===== src/rtl/game_pkg.sv =====
// Shared game types: operand codes and equation-builder state codes.
// Used by the equation accumulator, the HUD and the collision logic.
package game_pkg;

  // Latched operand, also shown on the HUD (00 none, 01 plus, 10 minus).
  typedef enum logic [1:0] {
    OP_NONE  = 2'b00,
    OP_PLUS  = 2'b01,
    OP_MINUS = 2'b10
  } op_t;

  // Equation builder phase, exported to the HUD as-is.
  typedef enum logic [1:0] {
    IDLE    = 2'b00,
    EXP_OP  = 2'b01,
    EXP_NUM = 2'b10,
    CHECK   = 2'b11
  } eq_state_t;

  // Decode operand hit pulses; PLUS (bit0) wins when both are set.
  function automatic op_t op_from_hit(input logic [1:0] hit);
    op_t op;
    if (hit[0]) begin
      op = OP_PLUS;
    end else if (hit[1]) begin
      op = OP_MINUS;
    end else begin
      op = OP_NONE;
    end
    return op;
  endfunction

endpackage


===== src/rtl/equation_accumulator_sat_alu.sv =====
// sat_alu: combinational saturating add/subtract.
// Ports:
//   a_i      accumulator operand (ACC_W)
//   b_i      number value, zero-extended to ACC_W (VAL_W)
//   op_i     operation; OP_NONE passes a_i through
//   result_o clamped result (ACC_W)
//   sat_o    set when the true result fell outside 0..2^ACC_W-1
module sat_alu
  import game_pkg::*;
#(
  parameter int ACC_W = 8,
  parameter int VAL_W = 4
) (
  input  logic [ACC_W-1:0] a_i,
  input  logic [VAL_W-1:0] b_i,
  input  op_t              op_i,
  output logic [ACC_W-1:0] result_o,
  output logic             sat_o
);

  logic [ACC_W-1:0] b_ext_s;
  logic [ACC_W:0]   sum_s;

  assign b_ext_s = ACC_W'(b_i);
  // One extra bit so the carry out reveals overflow; a sum of exactly max does not carry.
  assign sum_s   = {1'b0, a_i} + {1'b0, b_ext_s};

  // Select and clamp the result for the requested operation.
  always_comb begin
    result_o = a_i;
    sat_o    = 1'b0;
    case (op_i)
      OP_PLUS: begin
        if (sum_s[ACC_W]) begin
          result_o = {ACC_W{1'b1}};
          sat_o    = 1'b1;
        end else begin
          result_o = sum_s[ACC_W-1:0];
        end
      end
      OP_MINUS: begin
        // Equal operands give exactly zero and are not a saturation.
        if (b_ext_s > a_i) begin
          result_o = {ACC_W{1'b0}};
          sat_o    = 1'b1;
        end else begin
          result_o = a_i - b_ext_s;
        end
      end
      default: begin
        result_o = a_i;
        sat_o    = 1'b0;
      end
    endcase
  end

endmodule


===== src/rtl/equation_accumulator.sv =====
// equation_accumulator: builds "num op num [op num ...]" from collision hit pulses,
// evaluates it with saturating arithmetic and compares it to the level target.
// Ports:
//   clk, resetN            clock, asynchronous active-low reset
//   startOfFrame           frame-start pulse, re-arms the one-event-per-frame gate
//   gameRestart            synchronous clear of all state, beats any hit
//   numberHit/numberValues hit pulses and values of the number objects
//   operandHit             bit0 PLUS, bit1 MINUS hit pulses
//   targetValue            level target, compared in CHECK
//   accValue, pendingOp    running result and latched operand
//   phase, numberHide      HUD state code and consumed-object mask
//   targetReached, arithErr one-cycle registered pulses
//   score                  saturating count of reached targets
module equation_accumulator
  import game_pkg::*;
#(
  parameter int NUMBERS = 3,
  parameter int VAL_W   = 4,
  parameter int ACC_W   = 8,
  parameter int SCORE_W = 8
) (
  input  logic                     clk,
  input  logic                     resetN,
  input  logic                     startOfFrame,
  input  logic                     gameRestart,
  input  logic [NUMBERS-1:0]       numberHit,
  input  logic [NUMBERS*VAL_W-1:0] numberValues,
  input  logic [1:0]               operandHit,
  input  logic [ACC_W-1:0]         targetValue,
  output logic [ACC_W-1:0]         accValue,
  output logic [1:0]               pendingOp,
  output logic [1:0]               phase,
  output logic [NUMBERS-1:0]       numberHide,
  output logic                     targetReached,
  output logic                     arithErr,
  output logic [SCORE_W-1:0]       score
);

  eq_state_t          state_q, state_d;
  op_t                pend_op_q, pend_op_d;
  logic [ACC_W-1:0]   acc_q, acc_d;
  logic [NUMBERS-1:0] hide_q, hide_d;
  logic [SCORE_W-1:0] score_q, score_d;
  logic               accept_flag_q, accept_flag_d;
  logic               tr_q, tr_d;
  logic               err_q, err_d;

  logic [NUMBERS-1:0] num_cand_s;
  logic [NUMBERS-1:0] num_onehot_s;
  logic               num_valid_s;
  logic [VAL_W-1:0]   num_val_s;
  logic               op_valid_s;
  op_t                op_sel_s;
  logic               can_accept_s;
  logic               accepted_s;
  logic [ACC_W-1:0]   alu_result_s;
  logic               alu_sat_s;

  // Hits on already-consumed objects never count, not even towards the frame gate.
  assign num_cand_s   = numberHit & ~hide_q;
  assign op_valid_s   = |operandHit;
  assign op_sel_s     = op_from_hit(operandHit);
  // A startOfFrame in the same cycle as a hit re-arms the gate before the hit is judged.
  assign can_accept_s = ~accept_flag_q | startOfFrame;

  // Lowest-index visible number hit; scanning downwards lets the lowest index win.
  always_comb begin
    num_valid_s  = 1'b0;
    num_onehot_s = {NUMBERS{1'b0}};
    num_val_s    = {VAL_W{1'b0}};
    for (int i = NUMBERS - 1; i >= 0; i--) begin
      if (num_cand_s[i]) begin
        num_valid_s     = 1'b1;
        num_onehot_s    = {NUMBERS{1'b0}};
        num_onehot_s[i] = 1'b1;
        num_val_s       = numberValues[i*VAL_W +: VAL_W];
      end else begin
        num_valid_s = num_valid_s;
      end
    end
  end

  sat_alu #(
    .ACC_W (ACC_W),
    .VAL_W (VAL_W)
  ) u_sat_alu (
    .a_i      (acc_q),
    .b_i      (num_val_s),
    .op_i     (pend_op_q),
    .result_o (alu_result_s),
    .sat_o    (alu_sat_s)
  );

  // Next-state and datapath updates; each state only reacts to the event kind it expects.
  always_comb begin
    state_d    = state_q;
    pend_op_d  = pend_op_q;
    acc_d      = acc_q;
    hide_d     = hide_q;
    score_d    = score_q;
    tr_d       = 1'b0;
    err_d      = 1'b0;
    accepted_s = 1'b0;
    case (state_q)
      IDLE: begin
        if (can_accept_s && num_valid_s) begin
          acc_d      = ACC_W'(num_val_s);
          hide_d     = hide_q | num_onehot_s;
          state_d    = EXP_OP;
          accepted_s = 1'b1;
        end else begin
          state_d = IDLE;
        end
      end
      EXP_OP: begin
        if (can_accept_s && op_valid_s) begin
          pend_op_d  = op_sel_s;
          state_d    = EXP_NUM;
          accepted_s = 1'b1;
        end else begin
          state_d = EXP_OP;
        end
      end
      EXP_NUM: begin
        if (can_accept_s && num_valid_s) begin
          acc_d      = alu_result_s;
          err_d      = alu_sat_s;
          hide_d     = hide_q | num_onehot_s;
          pend_op_d  = OP_NONE;
          state_d    = CHECK;
          accepted_s = 1'b1;
        end else begin
          state_d = EXP_NUM;
        end
      end
      CHECK: begin
        // Objects reappear after every evaluation; a miss keeps the chain going.
        hide_d = {NUMBERS{1'b0}};
        if (acc_q == targetValue) begin
          tr_d    = 1'b1;
          acc_d   = {ACC_W{1'b0}};
          state_d = IDLE;
          if (score_q == {SCORE_W{1'b1}}) begin
            score_d = score_q;
          end else begin
            score_d = score_q + SCORE_W'(1);
          end
        end else begin
          state_d = EXP_OP;
        end
      end
      default: begin
        state_d = IDLE;
      end
    endcase

    if (accepted_s) begin
      accept_flag_d = 1'b1;
    end else if (startOfFrame) begin
      accept_flag_d = 1'b0;
    end else begin
      accept_flag_d = accept_flag_q;
    end
  end

  // State registers: async reset, gameRestart clears everything and wins over hits.
  always_ff @(posedge clk or negedge resetN) begin
    if (!resetN) begin
      state_q       <= IDLE;
      pend_op_q     <= OP_NONE;
      acc_q         <= {ACC_W{1'b0}};
      hide_q        <= {NUMBERS{1'b0}};
      score_q       <= {SCORE_W{1'b0}};
      accept_flag_q <= 1'b0;
      tr_q          <= 1'b0;
      err_q         <= 1'b0;
    end else if (gameRestart) begin
      state_q       <= IDLE;
      pend_op_q     <= OP_NONE;
      acc_q         <= {ACC_W{1'b0}};
      hide_q        <= {NUMBERS{1'b0}};
      score_q       <= {SCORE_W{1'b0}};
      accept_flag_q <= 1'b0;
      tr_q          <= 1'b0;
      err_q         <= 1'b0;
    end else begin
      state_q       <= state_d;
      pend_op_q     <= pend_op_d;
      acc_q         <= acc_d;
      hide_q        <= hide_d;
      score_q       <= score_d;
      accept_flag_q <= accept_flag_d;
      tr_q          <= tr_d;
      err_q         <= err_d;
    end
  end

  assign accValue      = acc_q;
  assign pendingOp     = pend_op_q;
  assign phase         = state_q;
  assign numberHide    = hide_q;
  assign targetReached = tr_q;
  assign arithErr      = err_q;
  assign score         = score_q;

endmodule


===== config.mk =====
export PLATFORM = sky130hd
export DESIGN_NAME = equation_accumulator
export DESIGN_NICKNAME = d
export VERILOG_FILES = /design/src/rtl/game_pkg.sv /design/src/rtl/equation_accumulator_sat_alu.sv /design/src/rtl/equation_accumulator.sv
export SDC_FILE = /design/constraint.sdc
export NUM_CORES = 1
export LEC_CHECK = 0
export CAP_MARGIN = 20
export CORE_ASPECT_RATIO = 2
export CORE_MARGIN = 3
export CORE_UTILIZATION = 35
export DETAILED_ROUTE_END_ITERATION = 6
export GPL_TIMING_DRIVEN = 1
export PLACE_DENSITY = 0.58
export REMOVE_ABC_BUFFERS = 1
export SLEW_MARGIN = 20
export SYNTH_ARGS = -nofsm -noshare
export SYNTH_HDL_FRONTEND = slang
export SYNTH_SLANG_ARGS = --single-unit

===== constraint.sdc =====
create_clock -name clk -period 3.3 [get_ports clk]
set_input_delay 0.66 -clock clk [delete_from_list [all_inputs] [get_ports clk]]
set_output_delay 0.66 -clock clk [all_outputs]
set_load 0.01 [all_outputs]

# Word level (Yosys, flattened, before mapping)
# Index checks and enable logic that the tools add are counted.
# totals
input_bits	29
memories	0
mem_bits_rw	0
romBits	0
latch_bits	0
out_inout_bits	25
reg_bits	26
# op_classes
div_mod_pow	0
order_cmp	1
add_sub_neg	3
n_mul	0
n_reduce_logical	15
eq_ne	14
muxes	51
bitwise	5
shifts	0
# op_table
cell	n
$mux W8	10
$pmux W8 S3	1
$mux W1	19
$pmux W8 S2	1
$mux W3	5
$mux W2	7
$mux W4	3
$ne A3 B3 Y1 const B	4
$add A8 B4 Y9	1
$reduce_bool A3 Y1	3
$add A8 B1 Y8 const B	1
$eq A8 B8 Y1	1
$eq A8 B8 Y1 const B	1
$gt A4 B8 Y1	1
$pmux W2 S4	1
$sub A8 B4 Y8	1
$eq A2 B2 Y1 const B	3
$pmux W3 S2	1
$reduce_and A3 Y1	2
$reduce_and A5 Y1	1
$eq A2 B1 Y1 const B	2
$ne A4 B2 Y1 const B	1
$pmux W1 S2	2
$pmux W2 S2	1
13 further kinds	16

# Logic depth before layout (Yosys ltp)
# depth
ltp_word	11
mapped_depth	14
depth_no_buf	12

# Hierarchy
# From an unflattened synthesis, not the netlist that was laid out.
# unflattened
cells_unflattened	261
area_unflattened_um2	2222.1
# modules_own_cells
module	cells_each	instances	area_each_um2
equation_accumulator	156	1	1465.2
sat_alu	105	1	757.0

# Worst setup path before layout
# OpenSTA, ideal clock, no wires.
# synth_timing
path_type	input to register
from	in numberHit[2]
to	reg acc_q[4] (netlist: accValue[4])
arrival_time_ns	2.941
n_path_buf	1
path_stages	13
path_slack_ns	0.295
cell_sequence	nor2b_1 -> buf_2 -> nand3_1 -> a31oi_1 -> ha_1 -> inv_1 -> fa_1 -> nand2b_1 -> a211oi_1 -> or2_2 -> a21oi_1 -> a221oi_2 -> a21o_1
# synth_via
elab_chain_cells	10
# synth_rtl
element	line_no	text
start: declaration	equation_accumulator.sv:26	input logic [NUMBERS-1:0] numberHit,
$and A3 B3 Y3 (*)	equation_accumulator.sv:60	assign num_cand_s = numberHit & ~hide_q;
$mux W4 (3 in series)	equation_accumulator.sv:72	if (num_cand_s[i]) begin
$sub A8 B4 Y8, or another cell as far along	equation_accumulator_sat_alu.sv:47	result_o = a_i - b_ext_s;
$mux W8 (on tied branches)	equation_accumulator_sat_alu.sv:43, equation_accumulator_sat_alu.sv:34	
$pmux W8 S2	equation_accumulator_sat_alu.sv:32	case (op_i)
$mux W8	equation_accumulator.sv:125	if (can_accept_s && num_valid_s) begin
$pmux W8 S3	equation_accumulator.sv:104	case (state_q)
$mux W8	equation_accumulator.sv:177	end else if (gameRestart) begin
end signal: assignment	equation_accumulator.sv:171	acc_q <= {ACC_W{1'b0}};
end signal: assignment	equation_accumulator.sv:180	acc_q <= {ACC_W{1'b0}};
end: declaration	equation_accumulator.sv:41	logic [ACC_W-1:0] acc_q, acc_d;
# Mark *: on every way between the ends. The rest lies on a longest branch, timed or not. The select of a mux whose other input is x is not followed.
# A chain may end at the register's enable or synchronous reset.

# Final worst setup path
# layout_timing
from	in numberHit[2]
to	reg acc_q[5] (netlist: accValue[5])
# Same word-level chain as after synthesis.

==> impl_results.md <==
* Outcome: completed
* Port Buffers at 53
* Startpoint types: input port
* Initial antenna violation count at 0
* Crit path cell chain: clkdlybuf4s50_1 > nor2b_2 > buf_4 > nand3_1 > a21oi_1 > a21oi_2 > buf_4 > fa_1 > nand2b_1 > a21oi_1 > buf_4 > nand4_1 > a31oi_1 > nand3_1 > o21ai_1
* Setup slack after placement at -0.220 ns
* Die area at 6930 um^2
* Async S/R FF share, synth at 100%
* Ports at 54
* Final Cycle Share at 95.3%
* Root Driver: clkbuf_16
* Cell row count at 39
* Count leader, synth: dfrtp_1
* Worst path top cell family by delay: buffers and inverters
* Normalized max-slew margin at 60.9%
* Die X at 60.4 um
* Final-report hold violation count at 0
* Via Count at 2,060
* Clock buffer depth at 2
* DRC at 0
* Total clock buffers created by CTS at 3
* Starting Density at 36.3%
* Finished Layout Cells at 389
* Max Cap Violations at 0
* Seq/Total Area, Yosys at 31.4%
* Pin count of the biggest net entering global routing at 27
* Worst hold slack at 0.567 ns
* Grt ovf at 0
* Pins Over Slew Limit at 0
* CP bufs+invs at 4
* Global-route wire length before repair at 10,000 um
* Die Ht at 115 um
* # H-tree levels at 1
* 1st-pass router iterations at 4
* Synth area leader: dfrtp_1
* Share of cells above drive strength 1 at 19.2%
* Final net count at 372
* Gr usage total at 19.1%
* Arrival time worst endpoint at 3.34 ns
* Final clock skew at 0.00529 ns
* CP max stage delay at 0.45 ns
* Layout Area Growth over Synthesis at 47.9%
* Worst path required time at 3.50 ns
* Mapped cell area at 2070 um^2
* Register bit count reported by yosys at 26
* Worst-skew pair later-pin latency at 0.27 ns
* Leak at 1.32 nW
* Max FO, Critical Path at 6
* RSZ-0062 raised after global routing: false
* Slowest cell on crit path: clkdlybuf4s50_1
* Avg Vias per Cell at 5.30
* Number of global-route vias before repair at 2,100
* Post-DP HPWL at 4760 um
* PwrDens at 382 nW/um^2
* Power, Total at 0.00117 W
* TritonCTS clock tree: done
* Final ANT Viol Nets at 0
* Dominant cells by area after synthesis: dfrtp_1 (31%), ha_1 (7.3%), xnor2_1 (4.7%)
* Commonest cells post-synth: dfrtp_1 (26), nand2_1 (24), nor2_1 (23)
* Clk slew on worst S/H paths at 0.07 ns
* Routed length per instance at 15.5 um
* Worst Tran Pin Value at 0.585 ns
* Routed WL at 6030 um
* Final setup violation count at 0
* Avg Inst Size Synth at 8.38 um^2
* DP Area at 2850 um^2
* Post-synth EDFFs at 0
* Fin area at 3060 um^2
* Placeable Area at 5710 um^2
* Post-CTS Hold Fix Bufs at 0
* Post-synthesis cell count at 247
* HP Class: reg -> reg
* Area fraction of the dominant cell type after synthesis at 31.4%
* Crit path top cell by count: buf_4
* Setup ws final at 0.154 ns
* Synth warn at 0
* Placed insts at 381
* Netlist cell types at 48
* Diode count at 0
* Fin crit period at 3.15 ns
* Crit path capture type: register
* Synth Flop Type: dfrtp_1
* Peak supply drop at 0.357 mV
* Max Freq at 0.318 GHz
* Clock sinks at 26
* Final GP Congestion at 0.824
* Initial DRC Count at 62
* Crit Path Class: in -> reg
## worst reg2reg max path, cell delays in order, from the launching register on
cell and delay (ns):
dfrtp_1 0.39, and2b_2 0.26, buf_4 0.14, nand2_1 0.06, a21oi_1 0.06, a21oi_1 0.12, buf_4 0.13, inv_1 0.07
ha_4 0.29, nand3_1 0.07, o211ai_1 0.35, nand3_1 0.16, and2_4 0.19, o311ai_2 0.26, nand2_1 0.07
## per-layer routing
| metal | track usage, % | part of all wire [%] | vias to the layer above |
|---|---|---|---|
| li1 | - | - | 1032 |
| met1 | 21.7 | 39 | 985 |
| met2 | 35.2 | 56 | 32 |
| met3 | 1.69 | 2.1 | 11 |
| met4 | 7.10 | 2.6 | 0 |
| met5 | 0 | 0 | - |
## final timing paths
| path | startpoint | endpoint | slack, ns | depth (start not counted) |
|---|---|---|---|---|
| worst max-delay path | numberHit[2] | accValue[5] | 0.15 | 15 |
| worst min-delay path | numberHide[2] | numberHide[2] | 0.57 | 2 |
| worst max register to register | numberHide[1] | accValue[7] | 0.56 | 14 |
| worst min register to register | numberHide[2] | numberHide[2] | 0.57 | 2 |
| max in group asynchronous | resetN | accValue[1] | 2.25 | 2 |
| min in group asynchronous | resetN | arithErr | 0.78 | 2 |
## kinds of logic (layout without fill, tap and decap cells)
| kind of cell | after synthesis | after routing | synth area share, % |
|---|---|---|---|
| and+or+nand+nor | 104 | 104 | 27.2 |
| AOI/OAI and AO/OA | 56 | 56 | 17.8 |
| DFF | 26 | 26 | 31.4 |
| buffers and inverters | 26 | 107 | 5.44 |
| xor gates and xnor gates | 19 | 19 | 8.04 |
| adders and majority gates | 14 | 14 | 9.18 |
| muxes | 2 | 2 | 0.967 |
## state kept, by name, indices dropped and copies added, names as in the netlist
register	cells
pendingOp	2
phase	2
accept_flag_q	1
score	8
targetReached	1
numberHide	3
accValue	8
arithErr	1
## layout make-up
cell class                 instances  area (um^2)
fill                             562         2650
multi-input combinational        195         1380
timing repair buffer              88          796
sequential                        26          651
tap                               61         76.3
clock buffer                       3         75.1
inverter                          15         56.3
clock inverter                     1         30.0
## cells in the final DEF (no fill, tap or decap), drive strengths merged, types with 9 or more instances in the layout
cell type      count
ha                12
buf               35
clkdlybuf4s50     52
nand2b             9
inv               15
nand3             14
o21ai             10
dfrtp             26
nor2              23
nand2             24
xnor2             11
a21oi             19
## timing repair
action,in CTS,in global routing
resized for setup,0,15
setup endpoints to repair,0,9
setup buffers,0,4
## report_power, final
part           leakage [nW]  internal [W]  switching, W
Combinational         0.908      0.000237      0.000205
Sequential            0.356      0.000335     0.0000264
Clock                0.0511      0.000242      0.000123
## per-stage QoR
stage,TNS [ns],utilization [%]
3_5_place_dp,-1.44,50.0
5_1_grt,0,53.6
6_report,0,53.6
3_3_place_gp,-1.14,50.0
2_1_floorplan,0,-
4_1_cts,0,51.8
Power figures use the tool's default switching activity.
